[config.mk]
export PLATFORM = sky130hd
export DESIGN_NAME = hdr_deparser
export DESIGN_NICKNAME = d
export VERILOG_FILES = /design/src/rtl/hdr_deparser_pkg.sv /design/src/rtl/hdr_deparser_store.sv /design/src/rtl/hdr_deparser.sv
export SDC_FILE = /design/constraint.sdc
export NUM_CORES = 1
export LEC_CHECK = 0
export CAP_MARGIN = 30
export CELL_PAD_IN_SITES_DETAIL_PLACEMENT = 0
export CELL_PAD_IN_SITES_GLOBAL_PLACEMENT = 1
export CORE_MARGIN = 5
export CORE_UTILIZATION = 35
export CTS_BUF_LIST = sky130_fd_sc_hd__clkbuf_2
export CTS_CLUSTER_DIAMETER = 60
export DETAILED_ROUTE_END_ITERATION = 7
export PLACE_DENSITY_LB_ADDON = 0.1
export SETUP_SLACK_MARGIN = 0.02
export SLEW_MARGIN = 15
export SYNTH_ARGS = -nofsm -noshare
export SYNTH_HDL_FRONTEND = slang
export SYNTH_SLANG_ARGS = --single-unit
export TNS_END_PERCENT = 30
[constraint.sdc]
create_clock -name clk -period 4.2 [get_ports clk]
set_clock_uncertainty 0.15 [all_clocks]
set_input_delay 1.05 -clock clk [delete_from_list [all_inputs] [get_ports clk]]
set_output_delay 1.05 -clock clk [all_outputs]
set_load 0.05 [all_outputs]
[src/rtl/hdr_deparser_pkg.sv]
// hdr_deparser_pkg: header ids, fixed header lengths and deparser state encodings
// Shared with the header parser, which uses the same HDR_LEN table.
package hdr_deparser_pkg;
   localparam int NUM_HEADERS   = 2;
   localparam int MAX_HDR_BYTES = 20;
   localparam int ADDR_W        = 32;
   localparam int ID_W          = (NUM_HEADERS > 1) ? $clog2(NUM_HEADERS) : 1;
   localparam int IDX_W         = $clog2(MAX_HDR_BYTES);
   localparam int HDR_ETH       = 0;
   localparam int HDR_IPV4      = 1;
   localparam int NO_HEADER     = NUM_HEADERS;
   localparam int HDR_LEN [NUM_HEADERS] = '{14, 20};
   typedef enum logic [1:0] {
      STATE_IDLE,
      STATE_SELECT,
      STATE_WRITE,
      STATE_DONE
   } state_t;
   function automatic int first_hdr(input logic [NUM_HEADERS-1:0] v);
      first_hdr = NO_HEADER;
      for (int i = NUM_HEADERS - 1; i >= 0; i--)
         if (v[i]) first_hdr = i;
   endfunction
endpackage

[src/rtl/hdr_deparser_store.sv]
// hdr_store: per-header byte RAM, one synchronous write port, one asynchronous read port
// Ports: clk; we/wr_id/wr_idx/wr_byte write port; rd_id/rd_idx -> rd_byte combinational read.
// Contents are deliberately not reset.
module hdr_store
   import hdr_deparser_pkg::*;
(
   input  logic             clk,
   input  logic             we,
   input  logic [ID_W-1:0]  wr_id,
   input  logic [IDX_W-1:0] wr_idx,
   input  logic [7:0]       wr_byte,
   input  logic [ID_W-1:0]  rd_id,
   input  logic [IDX_W-1:0] rd_idx,
   output logic [7:0]       rd_byte
);
   logic [7:0] mem [NUM_HEADERS][MAX_HDR_BYTES];
   always_ff @(posedge clk)
      if (we && int'(wr_idx) < MAX_HDR_BYTES) mem[wr_id][wr_idx] <= wr_byte;
   assign rd_byte = mem[rd_id][rd_idx];
endmodule

[src/rtl/hdr_deparser.sv]
// hdr_deparser: writes valid headers from the byte store back into packet SRAM, packed from a base address
// Ports: clk, rst (async, active-high); start_i/hdr_valid_i/base_addr_i start an emission;
// hdr_wr_* load the header store while idle; busy_o/done_o status; sram_* byte-write master
// (sram_data_i unused). Optional macro DEPARSER_LEN_OUT_EN adds out_len_o (bytes written).
module hdr_deparser
   import hdr_deparser_pkg::*;
(
   input  logic                   clk,
   input  logic                   rst,
   input  logic                   start_i,
   input  logic [NUM_HEADERS-1:0] hdr_valid_i,
   input  logic [ADDR_W-1:0]      base_addr_i,
   input  logic                   hdr_wr_en_i,
   input  logic [ID_W-1:0]        hdr_wr_id_i,
   input  logic [IDX_W-1:0]       hdr_wr_idx_i,
   input  logic [7:0]             hdr_wr_byte_i,
   output logic                   busy_o,
   output logic                   done_o,
   output logic                   sram_ce_o,
   output logic                   sram_we_o,
   output logic [ADDR_W-1:0]      sram_addr_o,
   output logic [3:0]             sram_sel_o,
   output logic [31:0]            sram_data_o,
`ifdef DEPARSER_LEN_OUT_EN
   output logic [15:0]            out_len_o,
`endif
   input  logic [31:0]            sram_data_i
);
   state_t                 state, state_nxt;
   logic [NUM_HEADERS-1:0] vld_r;
   logic [ADDR_W-1:0]      cur_addr;
   logic [ID_W-1:0]        id_r;
   logic [IDX_W-1:0]       byte_cnt, last_idx;
   logic [7:0]             rd_byte;
   logic                   start_ok, wr_act, last_byte, found, unused_ok;
   int                     sel_id;
   assign unused_ok = ^sram_data_i;
   assign start_ok  = start_i && state == STATE_IDLE;
   assign sel_id    = first_hdr(vld_r);
   assign found     = sel_id != NO_HEADER;
   assign last_idx  = IDX_W'(HDR_LEN[id_r] - 1);
   assign last_byte = byte_cnt == last_idx;
   assign wr_act    = state == STATE_WRITE;
   always_comb begin
      state_nxt = state;
      case (state)
         STATE_IDLE:   state_nxt = start_i ? STATE_SELECT : STATE_IDLE;
         STATE_SELECT: state_nxt = found ? STATE_WRITE : STATE_DONE;
         STATE_WRITE:  state_nxt = last_byte ? STATE_SELECT : STATE_WRITE;
         default:      state_nxt = STATE_IDLE;
      endcase
   end
   always_ff @(posedge clk or posedge rst)
      if (rst) state <= STATE_IDLE;
      else state <= state_nxt;
   always_ff @(posedge clk or posedge rst)
      if (rst) begin
         vld_r    <= '0;
         cur_addr <= '0;
         id_r     <= '0;
         byte_cnt <= '0;
      end else begin
         if (start_ok) begin
            vld_r    <= hdr_valid_i;
            cur_addr <= base_addr_i;
            id_r     <= '0;
         end
         if (state == STATE_SELECT && found) begin
            vld_r    <= vld_r & ~(NUM_HEADERS'(1) << sel_id);
            id_r     <= ID_W'(sel_id);
            byte_cnt <= '0;
         end
         if (wr_act) begin
            cur_addr <= cur_addr + 1'b1;
            byte_cnt <= byte_cnt + 1'b1;
         end
      end
   // Store writes are only accepted while idle, so an emission never sees its source change.
   hdr_store u_store (
      .clk     (clk),
      .we      (hdr_wr_en_i && state == STATE_IDLE),
      .wr_id   (hdr_wr_id_i),
      .wr_idx  (hdr_wr_idx_i),
      .wr_byte (hdr_wr_byte_i),
      .rd_id   (id_r),
      .rd_idx  (byte_cnt),
      .rd_byte (rd_byte)
   );
   assign busy_o      = state != STATE_IDLE;
   assign done_o      = state == STATE_DONE;
   assign sram_ce_o   = wr_act;
   assign sram_we_o   = wr_act;
   assign sram_addr_o = wr_act ? cur_addr : '0;
   assign sram_sel_o  = wr_act ? 4'b0001 << cur_addr[1:0] : 4'b0000;
   assign sram_data_o = wr_act ? {4{rd_byte}} : 32'h0;
`ifdef DEPARSER_LEN_OUT_EN
   logic [15:0] len_r;
   always_ff @(posedge clk or posedge rst)
      if (rst) len_r <= '0;
      else if (start_ok) len_r <= '0;
      else if (wr_act) len_r <= len_r + 1'b1;
   assign out_len_o = len_r;
`endif
endmodule

==> results.py, run 1 <==
metrics = {
    "global_route": {
        "use_met3_pct": 4.28,
        "gr-usage-met2_pct": 27.6,
        "use_met1_pct": 23.1,
        "grtUsageTotal_pct": 17.1,
        "grt_max_degree": 72,
        "grt_pass1_vias": 9776,
        "grt_busiest_layer": "met2",
        "grt_overflow_total": 0,
        "grt_antenna_before_repair": 2,
        "grt_pass1_wl_mm": 61.6,
    },
    "setup_path": {
        "crit_buf_inv": 2,
        "worst_r2r_path_depth": 8,
        "critPathKind": "register to output port",
        "crit_slowest_cell": "mux4_2",
        "crit_path_end_kind": "output port",
        "slowest_delay_ps": 570,
        "worstPathMaxFanout": 8,
        "crit_top_cell": "buf_12",
        "cp_cell_sequence": "buf_12 -> mux4_2 -> a2111oi_4 -> o21ai_2 -> a31o_4 -> buf_12",
        "worstPathArrival_ps": 3330,
        "start_kind": "register",
        "critical-path-top-delay-family": "compound AO/OA/AOI/OAI gates",
        "r2r-start": "state[0]",
        "r2r_setup_slack_ps": 1740,
        "crit_required_ps": 3000,
        "rr_endpoint": "u_store.mem[0][138]",
    },
    "logic_synthesis": {
        "synth_area_per_cell_sq_um": 15.8,
        "ys_types": 56,
        "syn_area_sq_mm": 0.0155,
        "synth-seq-cells": 362,
        "synth.most_common_cell": "edfxtp_1",
        "ys_warn_count": 0,
        "synth-seq-area-share_pct": 68.8,
        "post-synth-top-area-fraction_pct": 62.0,
        "synth_edf_count": 320,
        "synthFlopType": "edfxtp_1",
        "synth_fp_nets": 1069,
        "yosysTopAreaCell": "edfxtp_1",
        "synthCells": 980,
        "synth_commonest_cells": "320 x edfxtp_1, 99 x nor2_1, 64 x mux4_2",
        "synth.area.top_cells": "edfxtp_1 62%, mux4_2 9.3%, dfrtp_1 6.8%, mux2i_1 3.7%, nor2_1 2.4%",
        "ys_async_sr_fraction_pct": 11.6,
    },
    "floorplanning": {
        "io_pins": 156,
        "die-area_sq_mm": 0.0486,
        "die_w_um": 220,
        "core_sq_mm": 0.0440,
        "fp-row-count": 77,
        "initial_core_util_pct": 35.2,
        "die_height_um": 220,
    },
    "routing": {
        "drt_first_pass_iters": 5,
        "wl_per_cell_um": 22.1,
        "drcViolationCount": 0,
        "ant_nets": 0,
        "drt_wl_total_mm": 41.6,
        "route.vias.total": 9382,
        "drtIter0Drc": 609,
        "via_per_inst": 4.98,
    },
    "clocking": {
        "clock-sinks": 362,
        "hold_buffers": 0,
        "htreeDepth": 3,
        "worstSkewPairLatency_ps": 1010,
        "clockBufferDepth": 3,
        "cts_tree": "yes",
        "clk_pin_slew_ps": 100,
        "cts_buffers": 98,
        "cts_root_buf": "clkbuf_2",
    },
    "status": {
        "violations": "setup timing",
        "status": "finished with violations",
    },
    "timing": {
        "fmax_ghz": 0.221,
        "slew_headroom_pct": 54.8,
        "finalCritPeriodShare_pct": 108,
        "setup_violations": 32,
        "setup_ws_ps": -332,
        "tightestPinTransition_ps": 677,
        "period_needed_ps": 4530,
        "finalHoldViolations": 0,
        "rsz0062_at_grt": "true",
        "slew_violations": 0,
    },
    "layout": {
        "utilization_pct": 44.1,
        "nets": 1306,
        "syn_to_final_growth_pct": 25.3,
        "layout-drive-gt1-share_pct": 32.5,
        "stdcell_count": 1885,
    },
    "power_and_ir_drop": {
        "power_density_mw_per_mm2": 678,
        "ir_drop_v": 0.000408,
        "leakage_nw": 6.72,
    },
    "place": {
        "place_inst": 1699,
        "finalWeightedCongestion": 0.757,
        "io_buffers": 123,
        "dp_slack_ps": 258,
        "dp_hpwl_mm": 26.3,
    },
    "run": {
        "maxCapViolations": 0,
    },
    "min_path": {
        "hp-class": "primary input to async pin",
    },
}
-- stage by stage --
| step | hold WS, ps | cell area (sq um) | total power [mW] | TNS (ps) |
|---|---|---|---|---|
| floorplan | 338 | 15500 | 8.14 | 0 |
| detailed placement | 376 | 18000 | 10.4 | 0 |
| finish | 162 | 19400 | 13.2 | -9630 |
| CTS | 6.59 | 19200 | 13.2 | -14770 |
| global placement | 381 | 18000 | 10.3 | 0 |
| global route | 26.2 | 19400 | 13.9 | -17300 |
-- worst max-delay path by stage --
| stage | start | endpoint | depth (start not counted) |
|---|---|---|---|
| after floorplan | id_r | sram_data_o[10] | 8 |
| after global placement | id_r | sram_data_o[1] | 6 |
| after detailed placement | id_r | sram_data_o[1] | 6 |
| after CTS | id_r | sram_data_o[13] | 8 |
| after global routing | id_r | sram_data_o[12] | 8 |
| final | id_r | sram_data_o[18] | 6 |
-- logic make-up (layout without fill, tap and decap cells) --
family	after synthesis	in the layout	share of synthesized area, %
AND/OR/NAND/NOR	242	242	7.57
buffers and inverters	97	408	3.48
multiplexers	122	122	13.1
adder cells (fa/ha/maj)	5	5	0.404
AO/OA/AOI/OAI	150	150	6.57
flip-flops	362	362	68.8
other	0	2	0
XOR/XNOR	2	2	0.113
-- where the power goes --
| group | internal (mW) | switching, mW | leakage (nW) |
|---|---|---|---|
| Sequential | 4.13 | 0.296 | 3.37 |
| Clock | 0.984 | 1.48 | 0.645 |
| Combinational | 2.69 | 3.57 | 2.70 |
| Total | 7.80 | 5.36 | 6.72 |
-- layout make-up --
type | count | area [sq um]
clock inverters | 44 | 244
diodes | 2 | 5.00
multi-input cells | 521 | 4600
fillers | 4077 | 24600
clock buffers | 130 | 651
repair buffers | 216 | 2430
inverters | 18 | 67.6
well taps | 592 | 741
flip-flops and latches | 362 | 10700
-- registers in the layout, summed over array words and instances (netlist names) --
register	flops
state	2
u_store.mem	320
id_r	1
byte_cnt	5
vld_r	2
cur_addr	32
-- cell usage in the layout, fill, tap and decap left out, types with 4 or more instances in the layout --
cell               n
inv_1             16
buf_12            47
o21ai_1           18
o21ai_2            9
clkinv_1          33
nand4_1            9
clkinv_2           4
o21ai_0           12
a21oi_2            6
clkdlybuf4s50_1   53
clkbuf_2         130
mux2i_1           49
o22a_1             4
buf_4            107
a21oi_1           31
or4_1              5
ha_1               5
mux4_2            64
o221ai_1           9
a31oi_1            4
o22ai_1           10
o2bb2ai_1          4
and3_1            10
nand3_1           22
nor2b_1            4
mux2i_2            6
nand2_1           41
dfrtp_1           38
edfxtp_1         320
nor2_1            98
a31o_4             8
and2_1            27
a2111oi_4          7
a22oi_1            8
-- timing repair --
| item | in CTS | in global routing |
|---|---|---|
| buffers inserted | 7 | 0 |
| pin swaps | 1 | 11 |
| setup endpoints to repair | 66 | 68 |
| resized for setup | 50 | 29 |
| gates cloned | 0 | 2 |
-- metal layers --
layer	vias to the layer above	wire [um]
met5	-	0
met4	0	860
met3	66	2060
met2	240	20200
met1	4727	18600
li1	4349	-
Power figures use the tool's default switching activity.
==> run 2, diff against run 1 <==
- CORE_UTILIZATION: 35 -> 54
- clock period: 4.2 -> 5.4 ns (I/O delays scaled with it)
==> run 2 against run 1 <==
  * Clock power shrank 31%
  * Non-clock buffer count is 66 lower
  * Combinational power is 34% lower
  * Via count is 1.9% lower
  * Cell count shrank 16%
  * The flow now finishes without violations
  * Cell area down 6.8%
==> results.py, run 2 (same netlist as run 1, synthesis figures left out) <==
metrics = {
    "setup_path": {
        "crit_path_end_kind": "output port",
        "r2r_setup_slack_ps": 2360,
        "rr_endpoint": "u_store.mem[1][2]",
        "critical-path-top-delay-family": "compound AO/OA/AOI/OAI gates",
        "cp-startpoint": "id_r",
        "worstPathArrival_ps": 3670,
        "slowest_delay_ps": 680,
        "critPathKind": "register to output port",
        "cp_cell_sequence": "mux4_2 -> a2111oi_2 -> o21ai_1 -> a31o_1 -> buf_12",
        "worst_r2r_path_depth": 5,
        "crit_slowest_cell": "dfrtp_4",
        "start_kind": "register",
        "worstPathMaxFanout": 16,
        "cp.depth": 5,
        "crit_required_ps": 3900,
        "crit_buf_inv": 1,
        "crit_path_end": "sram_data_o[16]",
        "r2r-start": "state[0]",
    },
    "power_and_ir_drop": {
        "power_density_mw_per_mm2": 518,
        "totalPowerFinal_mw": 9.36,
        "leakage_nw": 6.11,
        "ir_drop_v": 0.000389,
    },
    "layout": {
        "utilization_pct": 63.3,
        "layout_common_cells": "320 x edfxtp_1, 128 x clkbuf_2, 99 x nor2_1, 91 x clkdlybuf4s50_1, 64 x mux4_2",
        "syn_to_final_growth_pct": 16.7,
        "layout-drive-gt1-share_pct": 22.5,
        "final_common_cell": "edfxtp_1",
        "seqCellArea_sq_mm": 0.0107,
        "nets": 1232,
        "fin_area_sq_mm": 0.0181,
        "regMostFlops": "u_store.mem",
        "fillers": 2206,
        "stdcell_count": 1591,
        "largest_reg_flops": 320,
        "top_regs": "u_store.mem (320), cur_addr (32), byte_cnt (5)",
        "multiInputGateArea_sq_mm": 0.00429,
    },
    "global_route": {
        "grtUsageTotal_pct": 22.6,
        "grt_busiest_layer": "met2",
        "grt_pass1_wl_mm": 54.4,
        "gr-usage-met2_pct": 37.6,
        "grt_overflow_total": 0,
        "use_met3_pct": 5.35,
        "grt_antenna_before_repair": 1,
        "use_met1_pct": 29.9,
        "grt_pass1_vias": 9252,
        "grt_max_degree": 50,
    },
    "floorplanning": {
        "core_sq_mm": 0.0285,
        "io_pins": 156,
        "die-area_sq_mm": 0.0322,
        "die_height_um": 179,
        "initial_core_util_pct": 54.3,
        "fp-row-count": 62,
        "die_w_um": 179,
    },
    "timing": {
        "finalHoldViolations": 0,
        "holdWs_ps": 392,
        "slew_violations": 0,
        "finalCritPeriodShare_pct": 95.7,
        "fmax_ghz": 0.194,
        "period_needed_ps": 5170,
        "tightestPinTransition_ps": 916,
        "fin_tns_setup_ps": 0,
        "setup_ws_ps": 234,
        "slew_headroom_pct": 38.7,
        "rsz0062_at_grt": "true",
        "setup_violations": 0,
    },
    "routing": {
        "drcViolationCount": 0,
        "ant_nets": 0,
        "drtIter0Drc": 694,
        "via_per_inst": 5.78,
        "drt_first_pass_iters": 5,
        "route.vias.total": 9202,
        "wl_per_cell_um": 22.4,
        "drt_wl_total_mm": 35.7,
    },
    "clocking": {
        "clock-sinks": 362,
        "htreeDepth": 3,
        "cts_buffers": 90,
        "clk_pin_slew_ps": 90,
        "cts_root_buf": "clkbuf_2",
        "worstSkewPairLatency_ps": 900,
        "cts_tree": "yes",
        "clockBufferDepth": 3,
    },
    "run": {
        "maxCapViolations": 0,
    },
    "status": {
        "status": "finished clean",
    },
    "place": {
        "io_buffers": 123,
        "dp_hpwl_mm": 22.9,
        "place_inst": 1431,
        "detailed_place.area_sq_mm": 0.0173,
        "finalWeightedCongestion": 0.811,
        "dp_slack_ps": 966,
    },
    "min_path": {
        "hp-class": "register to register",
    },
}
-- run 2: cell count changes in the layout (fill, tap and decap cells not counted), sizes merged --
cell and delta:
bufinv -2, diode -1, clkdlybuf4s50 +38, clkinvlp -3, clkbuf -4, dlygate4sd2 -3
inv +1, buf -99, clkinv -13
-- run 2: routing by layer --
| layer | routed length [um] | up-vias |
|---|---|---|
| li1 | - | 4198 |
| met1 | 14500 | 4581 |
| met2 | 17800 | 364 |
| met3 | 2610 | 59 |
| met4 | 765 | 0 |
| met5 | 0 | - |
-- run 2: how the worst min path moves through the flow --
stage | startpoint | end | depth (start not counted)
2_1_floorplan | cur_addr[8] | cur_addr[8] | 1
3_3_place_gp | vld_r[1] | state[0] | 1
3_5_place_dp | cur_addr[12] | cur_addr[12] | 1
4_1_cts | cur_addr[12] | cur_addr[12] | 1
5_1_grt | cur_addr[12] | cur_addr[12] | 1
6_report | cur_addr[12] | cur_addr[12] | 1
-- run 2: repair_timing --
action,4_1_cts,5_1_grt
cloned,0,0
resized for setup,0,1
hold endpoints to repair,0,0
setup buffers,1,0
hold buffers,0,0
endpoints found under the setup margin,16,8
-- run 2: cell type report --
type                            count  share of cell area [%]
Antenna cell                        1                  0.0138
Timing Repair Buffer              150                    9.99
Tap cell                          384                    2.66
Multi-Input combinational cell    521                    23.8
Inverter                           18                   0.374
Clock inverter                     27                   0.657
Clock buffer                      128                    3.54
Sequential cell                   362                    59.0
-- run 2: where the power goes --
group | leakage [nW] | internal [mW] | switching (mW) | total, mW
Clock | 0.593 | 0.641 | 1.06 | 1.70
Sequential | 3.37 | 3.21 | 0.297 | 3.51
Combinational | 2.15 | 1.72 | 2.42 | 4.15
